File: config.mk
export PLATFORM = sky130hd
export DESIGN_NAME = fpnew_slice_result_collector
export DESIGN_NICKNAME = d
export VERILOG_FILES = /design/src/rtl/fpnew_slice_result_collector.sv
export SDC_FILE = /design/constraint.sdc
export NUM_CORES = 1
export LEC_CHECK = 0
export ABC_AREA = 1
export CAP_MARGIN = 20
export CORE_AREA = 5 5 162 164
export DETAILED_ROUTE_END_ITERATION = 8
export DIE_AREA = 0 0 167 169
export MAX_ROUTING_LAYER = met4
export PLACE_DENSITY = 0.69
export SLEW_MARGIN = 40
export SYNTH_ARGS = -nofsm -noshare
export SYNTH_HDL_FRONTEND = slang
export SYNTH_SLANG_ARGS = --single-unit
File: constraint.sdc
create_clock -name clk_i -period 5.6 [get_ports clk_i]
set_input_delay 1.12 -clock clk_i [delete_from_list [all_inputs] [get_ports clk_i]]
set_output_delay 1.12 -clock clk_i [all_outputs]
set_load 0.05 [all_outputs]
File: src/rtl/fpnew_slice_result_collector.sv
// Round-robin collector of format-slice results into one registered port.
// Ports: slice_* in/ready out, flush_i, result/status/ext/tag/src out with
// out_valid_o/out_ready_i, sticky flags_o, retired_cnt_o and busy_o.
module fpnew_slice_result_collector #(
  parameter int unsigned NumSlices = 4,
  parameter int unsigned Width     = 64,
  parameter int unsigned TagWidth  = 8,
  parameter int unsigned CntWidth  = 16,
  localparam int unsigned SrcWidth = $clog2(NumSlices)
) (
  input  logic                          clk_i,
  input  logic                          rst_i,
  input  logic [NumSlices*Width-1:0]    slice_result_i,
  input  logic [NumSlices*5-1:0]        slice_status_i,
  input  logic [NumSlices-1:0]          slice_ext_bit_i,
  input  logic [NumSlices*TagWidth-1:0] slice_tag_i,
  input  logic [NumSlices-1:0]          slice_valid_i,
  output logic [NumSlices-1:0]          slice_ready_o,
  input  logic                          flush_i,
  output logic [Width-1:0]              result_o,
  output logic [4:0]                    status_o,
  output logic                          extension_bit_o,
  output logic [TagWidth-1:0]           tag_o,
  output logic [SrcWidth-1:0]           src_o,
  output logic                          out_valid_o,
  input  logic                          out_ready_i,
  output logic [4:0]                    flags_o,
  input  logic                          flags_clr_i,
  output logic [CntWidth-1:0]           retired_cnt_o,
  output logic                          busy_o
);

  localparam logic [SrcWidth:0] NS = (SrcWidth+1)'(NumSlices);
  localparam logic [SrcWidth-1:0] LAST =
    SrcWidth'(NumSlices - 1);

  logic [Width-1:0]    res_a [NumSlices];
  logic [4:0]          st_a  [NumSlices];
  logic [TagWidth-1:0] tag_a [NumSlices];

  logic [SrcWidth-1:0] ptr_q, ptr_d;
  logic [SrcWidth-1:0] gnt_idx;
  logic                gnt_vld;
  logic                can_load;
  logic                accept;
  logic                retire;

  logic [Width-1:0]    res_q;
  logic [4:0]          st_q;
  logic                ext_q;
  logic [TagWidth-1:0] tag_q;
  logic [SrcWidth-1:0] src_q;
  logic                vld_q;
  logic [4:0]          flags_q, flags_d;
  logic [CntWidth-1:0] cnt_q, cnt_d;

  always_comb begin
    for (int k = 0; k < NumSlices; k++) begin
      res_a[k] = slice_result_i[k*Width +: Width];
      st_a[k]  = slice_status_i[k*5 +: 5];
      tag_a[k] = slice_tag_i[k*TagWidth +: TagWidth];
    end
  end

  // First valid slice at or after the pointer, wrapping around.
  always_comb begin
    logic [SrcWidth:0]   sum;
    logic [SrcWidth-1:0] idx;
    gnt_vld = 1'b0;
    gnt_idx = '0;
    sum     = '0;
    idx     = '0;
    for (int i = 0; i < NumSlices; i++) begin
      sum = {1'b0, ptr_q} + (SrcWidth+1)'(i);
      if (sum >= NS) sum = sum - NS;
      idx = sum[SrcWidth-1:0];
      if (!gnt_vld && slice_valid_i[idx]) begin
        gnt_vld = 1'b1;
        gnt_idx = idx;
      end
    end
  end

  assign can_load = (!vld_q | out_ready_i) & !flush_i & !rst_i;
  assign accept   = gnt_vld & can_load;
  assign retire   = vld_q & out_ready_i & !flush_i;

  always_comb begin
    slice_ready_o = '0;
    if (accept) slice_ready_o[gnt_idx] = 1'b1;
  end

  always_comb begin
    ptr_d = ptr_q;
    if (accept) begin
      ptr_d = (gnt_idx == LAST) ? '0 : gnt_idx + SrcWidth'(1);
    end
  end

  // A clear coinciding with a retire keeps only the new status.
  always_comb begin
    flags_d = flags_q;
    if (retire) begin
      flags_d = (flags_clr_i ? 5'd0 : flags_q) | st_q;
    end else if (flags_clr_i) begin
      flags_d = '0;
    end
  end

  always_comb begin
    cnt_d = cnt_q;
    if (retire && cnt_q != '1) cnt_d = cnt_q + CntWidth'(1);
  end

  always_ff @(posedge clk_i) begin
    if (rst_i) begin
      res_q   <= '0;
      st_q    <= '0;
      ext_q   <= 1'b0;
      tag_q   <= '0;
      src_q   <= '0;
      vld_q   <= 1'b0;
      ptr_q   <= '0;
      flags_q <= '0;
      cnt_q   <= '0;
    end else begin
      ptr_q   <= ptr_d;
      flags_q <= flags_d;
      cnt_q   <= cnt_d;
      if (accept) begin
        res_q <= res_a[gnt_idx];
        st_q  <= st_a[gnt_idx];
        ext_q <= slice_ext_bit_i[gnt_idx];
        tag_q <= tag_a[gnt_idx];
        src_q <= gnt_idx;
        vld_q <= 1'b1;
      end else if (flush_i || retire) begin
        vld_q <= 1'b0;
      end
    end
  end

  assign result_o        = res_q;
  assign status_o        = st_q;
  assign extension_bit_o = ext_q;
  assign tag_o           = tag_q;
  assign src_o           = src_q;
  assign out_valid_o     = vld_q;
  assign flags_o         = flags_q;
  assign retired_cnt_o   = cnt_q;
  assign busy_o          = vld_q | (|slice_valid_i);

endmodule

Word-level counts from Yosys, hierarchy flattened
Cells that the tools add are included.

cells by class
  add/sub/neg operators = 9
  $lt $le $gt $ge = 11
  eq/ne operators = 2
  mux-type cells = 39
  bitwise gates (word level) = 9
  reduce and logical (&&, ||, !) cells = 14

operators with widths
  cell                                                                                  count
  64-bit binary-select mux with 2-bit select                                            1
  64-bit two-way mux                                                                    2
  5-bit two-way mux                                                                     4
  2-bit two-way mux                                                                     9
  16-bit by 1-bit adder with 16-bit output (second input constant)                      1
  8-bit binary-select mux with 2-bit select                                             1
  8-bit two-way mux                                                                     2
  16-bit inequality test (second input constant)                                        1
  2-bit by 3-bit less-than comparator with 1-bit output (second input constant)         5
  3-bit greater-or-equal comparator (second input constant)                             4
  1-bit two-way mux                                                                     12
  1-bit binary-select mux with 2-bit select                                             5
  5-bit binary-select mux with 2-bit select                                             1
  2-bit by 1-bit subtractor with 2-bit output (second input constant)                   4
  2-bit by 2-bit adder with 3-bit output (second input constant)                        2
  1-bit logical NOT                                                                     6
  1-bit AND                                                                             5
  1-bit logical AND                                                                     5
  5-bit bitwise OR                                                                      1
  4-bit two-way mux                                                                     1
  4-bit OR reduction                                                                    1
  2-bit by 1-bit adder with 3-bit output (second input constant)                        1
  2-bit by 3-bit greater-or-equal comparator with 1-bit output (second input constant)  1
  2-bit inverter with 3-bit output                                                      1
  other kinds (7)                                                                       8

storage, ports and cells
  register bits = 104
  bits of input ports = 321

Longest topological paths before layout
Gate-level depths: netlist (run 1).

  depth in word-level cells = 19
  gate-level depth with buffers = 16
  depth with buffers taken out = 14

Least setup slack after synthesis (run 1)
OpenSTA, ideal clock, no wires.

  path kind = input to output
  from = input slice_valid_i[2]
  to = output slice_ready_o[3]
  arrival time = 2.943 ns
  required time = 4.480 ns
  slack = 1.537 ns
  cell stages on the path = 14
  cells stage by stage = inv_1 > nand2_1 > nand2_1 > nand2_1 > nand2_1 > nand2_1 > nand3_2 > nand3_2 > inv_2 > buf_6 > buf_4 > ha_1 > inv_1 > nor2_1

on the way
  longest elaborated chain between the ends = 17

RTL lines
  what                                                                                                                                                         RTL line  text
  start: declaration                                                                                                                                           17        input logic [NumSlices-1:0] slice_valid_i,
  1-bit binary-select mux with 2-bit select                                                                                                                    77        if (!gnt_vld && slice_valid_i[idx]) begin
  1-bit two-way mux (implied by the code)                                                                                                                      77
  1-bit two-way mux                                                                                                                                            77
  1-bit logical NOT                                                                                                                                            77
  1-bit logical AND                                                                                                                                            77
  1-bit two-way mux                                                                                                                                            77
  1-bit logical NOT                                                                                                                                            77
  1-bit logical AND                                                                                                                                            77
  1-bit two-way mux                                                                                                                                            77
  1-bit logical NOT                                                                                                                                            77
  1-bit logical AND                                                                                                                                            77
  2-bit two-way mux                                                                                                                                            77
  2-bit by 3-bit less-than comparator with 1-bit output (implied by the code) or 2-bit by 1-bit greater-or-equal comparator with 1-bit output (tied branches)  90        if (accept) slice_ready_o[gnt_idx] = 1'b1;
  1-bit logical AND (implied by the code)                                                                                                                      90
  1-bit two-way mux (implied by the code)                                                                                                                      90
  1-bit demux with 2-bit select                                                                                                                                90
  4-bit two-way mux (*)                                                                                                                                        90
  end: declaration                                                                                                                                             18        output logic [NumSlices-1:0] slice_ready_o,

Every way passes the cells marked *; elsewhere a longest branch is shown, timed or not. The select of a mux whose other input is x is not followed.

Worst setup path after layout (run 1)
  from = input slice_valid_i[1]
  to = output slice_ready_o[0]

The elaborated chain is that of the path after synthesis.

==> metrics.txt, run 1 <==
Period Utilization, post-route approximately four fifths; max_cap viols 0; TritonCTS clock tree built; met1 usage 26.9%; routability cong. about 0.90; core area about 25000 um^2; area delta synth->final 61.6%; TritonRoute pass-1 iters 5; I/O pins ~430; Final Setup Violations 0; IO Port Bufs 427; fin. max-slew vios 0; starting density of the core between 30% and 40%; Initial DRC Count about 690; largest net degree at the start of global routing between 100 and 150; fin crit period about 4500 ps; worst min path class reg -> reg; post-synth top area cell dfxtp_1; first-pass GRT wire length about 50000 um; initial antenna violation count 2; outcome completed; CTS sink count roughly 100; H-tree Lvls 3; routing usage on met3 under 10%; DR WL/cell 15.6 um; worst hold path depth 2; Post-synth EDFFs 0; RSZ-0062 raised after global routing no; overall routing resource usage 22.6%; GR peak layer met2; Hold Vio Cnt, Final 0; Worst Path Required ~4500 ps; Worst R2R Setup Slack approximately 2500 ps; clk buf depth 2; Seq/Total Area, Yosys roughly 27%; post-cts resize count 0; top cells by area, synth dfxtp_1, nand2_1, nor2_1; R2R Path End tag_o[7]$_SDFFE_PP0P_; die width between 150 and 200 um; via count between 9000 and 10000; Synth Net Count roughly 1700; WP data arrival between 3000 and 4000 ps; Yosys cell types 28; post-route ant nets 0; critical path class in -> out; final wirelength approximately 33000 um; Setup Skew around 15 ps; post-route setup TNS 0 ps; relative slew slack 45.4%; Endpoint, Worst Hold flags_o[4]$_SDFF_PP0_; Reg clk slew, reported paths roughly 70 ps; M2 GR Usage a little under two fifths; CP endpoint kind primary output; DR vias/cell 4.72; Hold Startpoint flags_o[4]$_SDFF_PP0_; CP Cell Sequence clkdlybuf4s50_1, inv_1, nand2_1, nand3_1, nand2_1, inv_2, nand2_1, nor2_1, nand2_1, nand3_2, buf_4, nor2_1, buf_12; standard-cell rows 58; vias in the first global route roughly 9200; Yosys warnings 0; Mean Syn Cell Area approximately 5.4 um^2; DP HPWL 24200 um; share of layout cells above drive strength 1 ~2.7%; clock root buffer clkbuf_16; CP peak stage delay approximately 440 ps; CTS Buf Count 9; Slew @ Worst Pin 819 ps; number of synthesized register bits roughly 100; post-synthesis async set-or-reset flop share 0%; Post-Syn Area 7630 um^2; P per Cell Area ~220 nW/um^2; Max VDD drop between 0.1 and 0.15 mV; Post-CTS Setup Inserts 0; ys flop type dfxtp_1; Worst setup SP type primary input; Critical Path Fanout Max 40; P_leak between 6 and 7 nW; synthesized instance count roughly 1400; cell family with most CP delay buffers and inverters; Remaining Overflow, GRT 0; RR Startpoint ptr_q[0]$_SDFFE_PP0P_; Die ar. approximately 28000 um^2; most frequent cell after synthesis nand2_1; post-synth top area share 27.3%; synth cell count leaders nand2_1, nor2_1, inv_1; Slowest-stage cell, CP buf_4; die height between 150 and 200 um; cts hold-fix bufs 0; Nets ~2100; Fin Hold WS approximately 470 ps; DRC violations left 0; worst r2r path cells 15; clk_lat worst skew roughly 360 ps; crit-path most repeated cell nand2_1; fmax around 220 MHz; Worst Path Buf+Inv 5
per-layer routing:
layer | up-vias | share of wire [%]
li1 | 5033 | -
met1 | 4468 | 40
met2 | 363 | 50
met3 | 60 | 6.6
met4 | 0 | 3.3
met5 | - | 0
registers in the layout, indices dropped and copies added (netlist names):
register	cells
result_o	64
retired_cnt_o	16
tag_o	8
flags_o	5
status_o	5
ptr_q	2
src_o	2
extension_bit_o	1
out_valid_o	1
cells in the final DEF, fill, tap and decap left out:
cell / n
a21boi_1: 1
a21oi_1: 19
a21oi_4: 1
a31oi_1: 1
buf_12: 4
buf_4: 13
buf_6: 3
clkbuf_1: 1
clkbuf_16: 9
clkdlybuf4s50_1: 422
clkinv_2: 1
clkinv_4: 2
dfxtp_1: 104
diode_2: 2
ha_1: 2
inv_1: 218
inv_2: 4
inv_4: 1
inv_6: 2
inv_8: 1
nand2_1: 426
nand2_2: 1
nand3_1: 124
nand3_2: 2
nand3_4: 1
nand3b_1: 2
nand4_1: 80
nand4_4: 1
nor2_1: 258
nor3_1: 9
o211ai_1: 2
o21ai_0: 9
o21ai_1: 41
o31ai_1: 1
or2_2: 1
xor2_1: 3
through the flow:
step / std cells / util [%] / area (um^2) / total power [mW] / setup WS (ps)
after CTS: 2099 / 49.7 / 12300 / 2.76 / 1150
after global routing: 2102 / 49.8 / 12300 / 2.92 / 882
after floorplan: 1404 / - / 7630 / 1.65 / 1540
final: 2102 / 49.8 / 12300 / 2.73 / 1130
after global placement: 2083 / 48.5 / 12000 / 2.11 / 1220
after detailed placement: 2083 / 48.6 / 12000 / 2.12 / 1160
worst reg2reg max path: stages, from the launching register on:
cell and delay, ps:
dfxtp_1 550, inv_2 150, nand2_1 90, nand2_1 80, nand2_1 80, nand2_1 80
nand2_1 90, nand3_2 100, nand3_4 130, buf_6 520, buf_4 680, nand2_1 140
nand3_1 100, nand3_1 80, nand2_1 80, inv_1 40
where the power goes:
| group | switching, mW | total, mW | internal, mW |
|---|---|---|---|
| combinational | 0.771 | 1.28 | 0.506 |
| clock | 0.317 | 0.627 | 0.310 |
| sequential | 0.0324 | 0.824 | 0.792 |
| total | 1.12 | 2.73 | 1.61 |
how the worst max path moves through the flow:
stage | slack [ps] | endpoint | startpoint | depth (start not counted)
after floorplan | 1540 | slice_ready_o[3] | slice_valid_i[2] | 14
after global placement | 1220 | slice_ready_o[0] | slice_valid_i[1] | 13
after detailed placement | 1160 | slice_ready_o[0] | slice_valid_i[1] | 13
after CTS | 1150 | slice_ready_o[0] | slice_valid_i[1] | 13
after global routing | 880 | slice_ready_o[1] | slice_valid_i[1] | 13
final | 1130 | slice_ready_o[0] | slice_valid_i[1] | 13
area by class of cell:
| class | count | area (um^2) |
|---|---|---|
| fillers | 2568 | 12400 |
| repair buffers | 442 | 4440 |
| multi-input cells | 985 | 4270 |
| flip-flops and latches | 104 | 2080 |
| inverters | 223 | 840 |
| well taps | 330 | 413 |
| clock buffers | 10 | 229 |
| clock inverters | 6 | 51.3 |
| diodes | 2 | 5.00 |
kinds of logic after synthesis:
kind of cell | share of synthesized area (%)
AND/OR/NAND/NOR | 49.8
buffers and inverters | 17.1
flip-flops | 27.3
AO/OA/AOI/OAI | 5.12
XOR/XNOR | 0.345
adder cells (fa/ha/maj) | 0.328
Power figures use the tool's default switching activity.
==> run 2: changes to the inputs <==
==> constraint.sdc (replaced) <==
create_clock -name clk_i -period 4.3 [get_ports clk_i]
set_input_delay 0.86 -clock clk_i [delete_from_list [all_inputs] [get_ports clk_i]]
set_output_delay 0.86 -clock clk_i [all_outputs]
set_load 0.05 [all_outputs]
==> run 2 against run 1 <==
- first-iteration DRC count decreased by 32%
- die area unchanged
- cell area fell by 0.16%
- clock skew decreased by 4.1 ps
- routed wire length is 2.5% lower
- critical path depth up 1
- highest routed layer unchanged
==> metrics.txt, run 2 (synthesis results as in run 1) <==
P per Cell Area 288 nW/um^2 (+30%); Int Power 2.09 mW (+30%); vias in the first global route 9210 (unchanged); starting density of the core 30.8% (unchanged); Period Utilization, post-route between 80% and 90%; Area after DPL 12000 um^2 (about the same); final worst slack 582 ps (-551 ps); Combinational Power Share 46.8% (about the same); sw frac 40.9% (-0.19 points); final wirelength 32100 um (-2.5%); fill count 2627 (+2.3%); Clk pwr share 22.9% (about the same); relative slew slack 42.0% (-3.4 points); Nets 2086 (-0.096%); DR vias/cell 4.65 (-1.5%); DP HPWL 23900 um (-1.3%); Switch Pwr 1.45 mW (+29%); routability cong. 0.907 (+0.35%); Worst setup SP type primary input; share of power burned in registers 30.3% (about the same); die width 167 um (unchanged); Die ar. 28200 um^2 (unchanged); via count 9772 (-1.5%); area delta synth->final 61.3%; Setup Skew 11.0 ps (-4.08 ps); cts hold-fix bufs 0 (unchanged); DP Worst Slack 605 ps (-556 ps); DR WL/cell 15.2 um (-2.5%); Pwr Total 3.54 mW (+30%); final core utilization 49.7% (-0.081 points); die height 169 um (unchanged); CTS sink count 104 (unchanged); initial antenna violation count 4 (+2); largest net degree at the start of global routing 157 (+54%); overall routing resource usage 22.0% (-0.57 points); Largest register FFs 64 (unchanged); first-pass GRT wire length 49200 um (-1.7%); P_leak 6.00 nW (-0.33%); finished layout cell area 12300 um^2 (-0.16%); Slew @ Worst Pin 870 ps (+50.4 ps); Worst Path Required 3440 ps (-1040 ps); RSZ-0062 raised after global routing no; core area 24700 um^2 (unchanged); outcome completed; clock root buffer clkbuf_16; share of layout cells above drive strength 1 2.55% (-0.11 points); H-tree Lvls 3 (unchanged); post-route ant nets 0 (unchanged); Final Setup Violations 0 (unchanged); critical path class in -> out; Reg clk slew, reported paths 70 ps (about the same); Remaining Overflow, GRT 0 (unchanged); I/O pins 428 (unchanged); fin crit period between 3000 and 4000 ps; post-cts resize count 0 (unchanged); max_cap viols 0 (unchanged); CP endpoint kind primary output; WP data arrival 2860 ps (-490 ps); Initial DRC Count 471 (-32%); most frequent cells in the layout nand2_1, clkdlybuf4s50_1, nor2_1, inv_1, nand3_1; Post-CTS Setup Inserts 0 (unchanged); fmax approximately 270 MHz; Max VDD drop 0.245 mV (+82%); TritonCTS clock tree built; Hold Vio Cnt, Final 0 (unchanged); TritonRoute pass-1 iters 9 (+4); standard-cell rows 58 (unchanged); post-route setup TNS 0 ps (unchanged); clk buf depth 2 (unchanged); CTS Buf Count 9 (unchanged); IO Port Bufs 427 (unchanged); worst min path class reg -> reg; Critical Path Fanout Max 5 (-88%); commonest non-fill, non-tap cell in the layout nand2_1; clk_lat worst skew 350 ps (about the same); fin. max-slew vios 0 (unchanged); DRC violations left 0 (unchanged)
-- run 2: cell count changes in the layout (fill, tap and decap cells not counted) --
cell	change
buf_6	-2
clkinvlp_4	+2
clkinv_4	-2
diode_2	+2
-- run 2: worst paths after layout --
path | from | end | slack [ps] | cells after the start
hold reg to reg | flags_o[2]$_SDFF_PP0_ | flags_o[2]$_SDFF_PP0_ | 470 | 2
setup reg to reg | ptr_q[0]$_SDFFE_PP0P_ | result_o[6]$_SDFFE_PP0P_ | 1650 | 14
hold / removal | flags_o[2]$_SDFF_PP0_ | flags_o[2]$_SDFF_PP0_ | 470 | 2
setup / recovery | slice_valid_i[1] | slice_ready_o[3] | 580 | 14
-- run 2: routing by layer --
metal	GRT usage [%]	vias to the layer above	wire, um
met2	36.8	326	15700
met5	-	-	0
li1	-	5014	-
met4	7.26	0	999
met3	4.74	58	2120
met1	26.5	4374	13200
-- run 2: critical path, stage by stage --
cell and delay, ps:
clkdlybuf4s50_1 430, inv_1 150, nand2_1 120, nand3_1 140
nand2_1 70, inv_2 70, nand2_1 50, nor2_1 210
nand2_1 100, nand3_2 110, ha_1 150, inv_1 40
nor2_1 180, buf_12 170
-- run 2: stage by stage --
step / hold WS (ps) / cells
after floorplan: 518 / 1404
after global routing: 495 / 2102
after CTS: 470 / 2098
after global placement: 452 / 2082
final: 467 / 2102
after detailed placement: 458 / 2082
-- run 2: area by class of cell --
cell class / instances / area (um^2) / area share (%)
timing repair buffer: 440 / 4410 / 35.9
multi-input combinational: 985 / 4270 / 34.7
sequential: 104 / 2080 / 16.9
inverter: 223 / 840 / 6.82
tap: 330 / 413 / 3.36
clock buffer: 10 / 229 / 1.86
clock inverter: 6 / 48.8 / 0.397
antenna: 4 / 10.0 / 0.0814
-- run 2: power groups by stage --
stage          Sequential (mW)  Combinational (mW)  Clock, mW
3_3_place_gp              1.09                1.65          0
2_1_floorplan             1.32               0.826          0
5_1_grt                   1.08                1.82      0.881
4_1_cts                   1.07                1.67      0.844
6_report                  1.07                1.66      0.812
3_5_place_dp              1.10                1.66          0
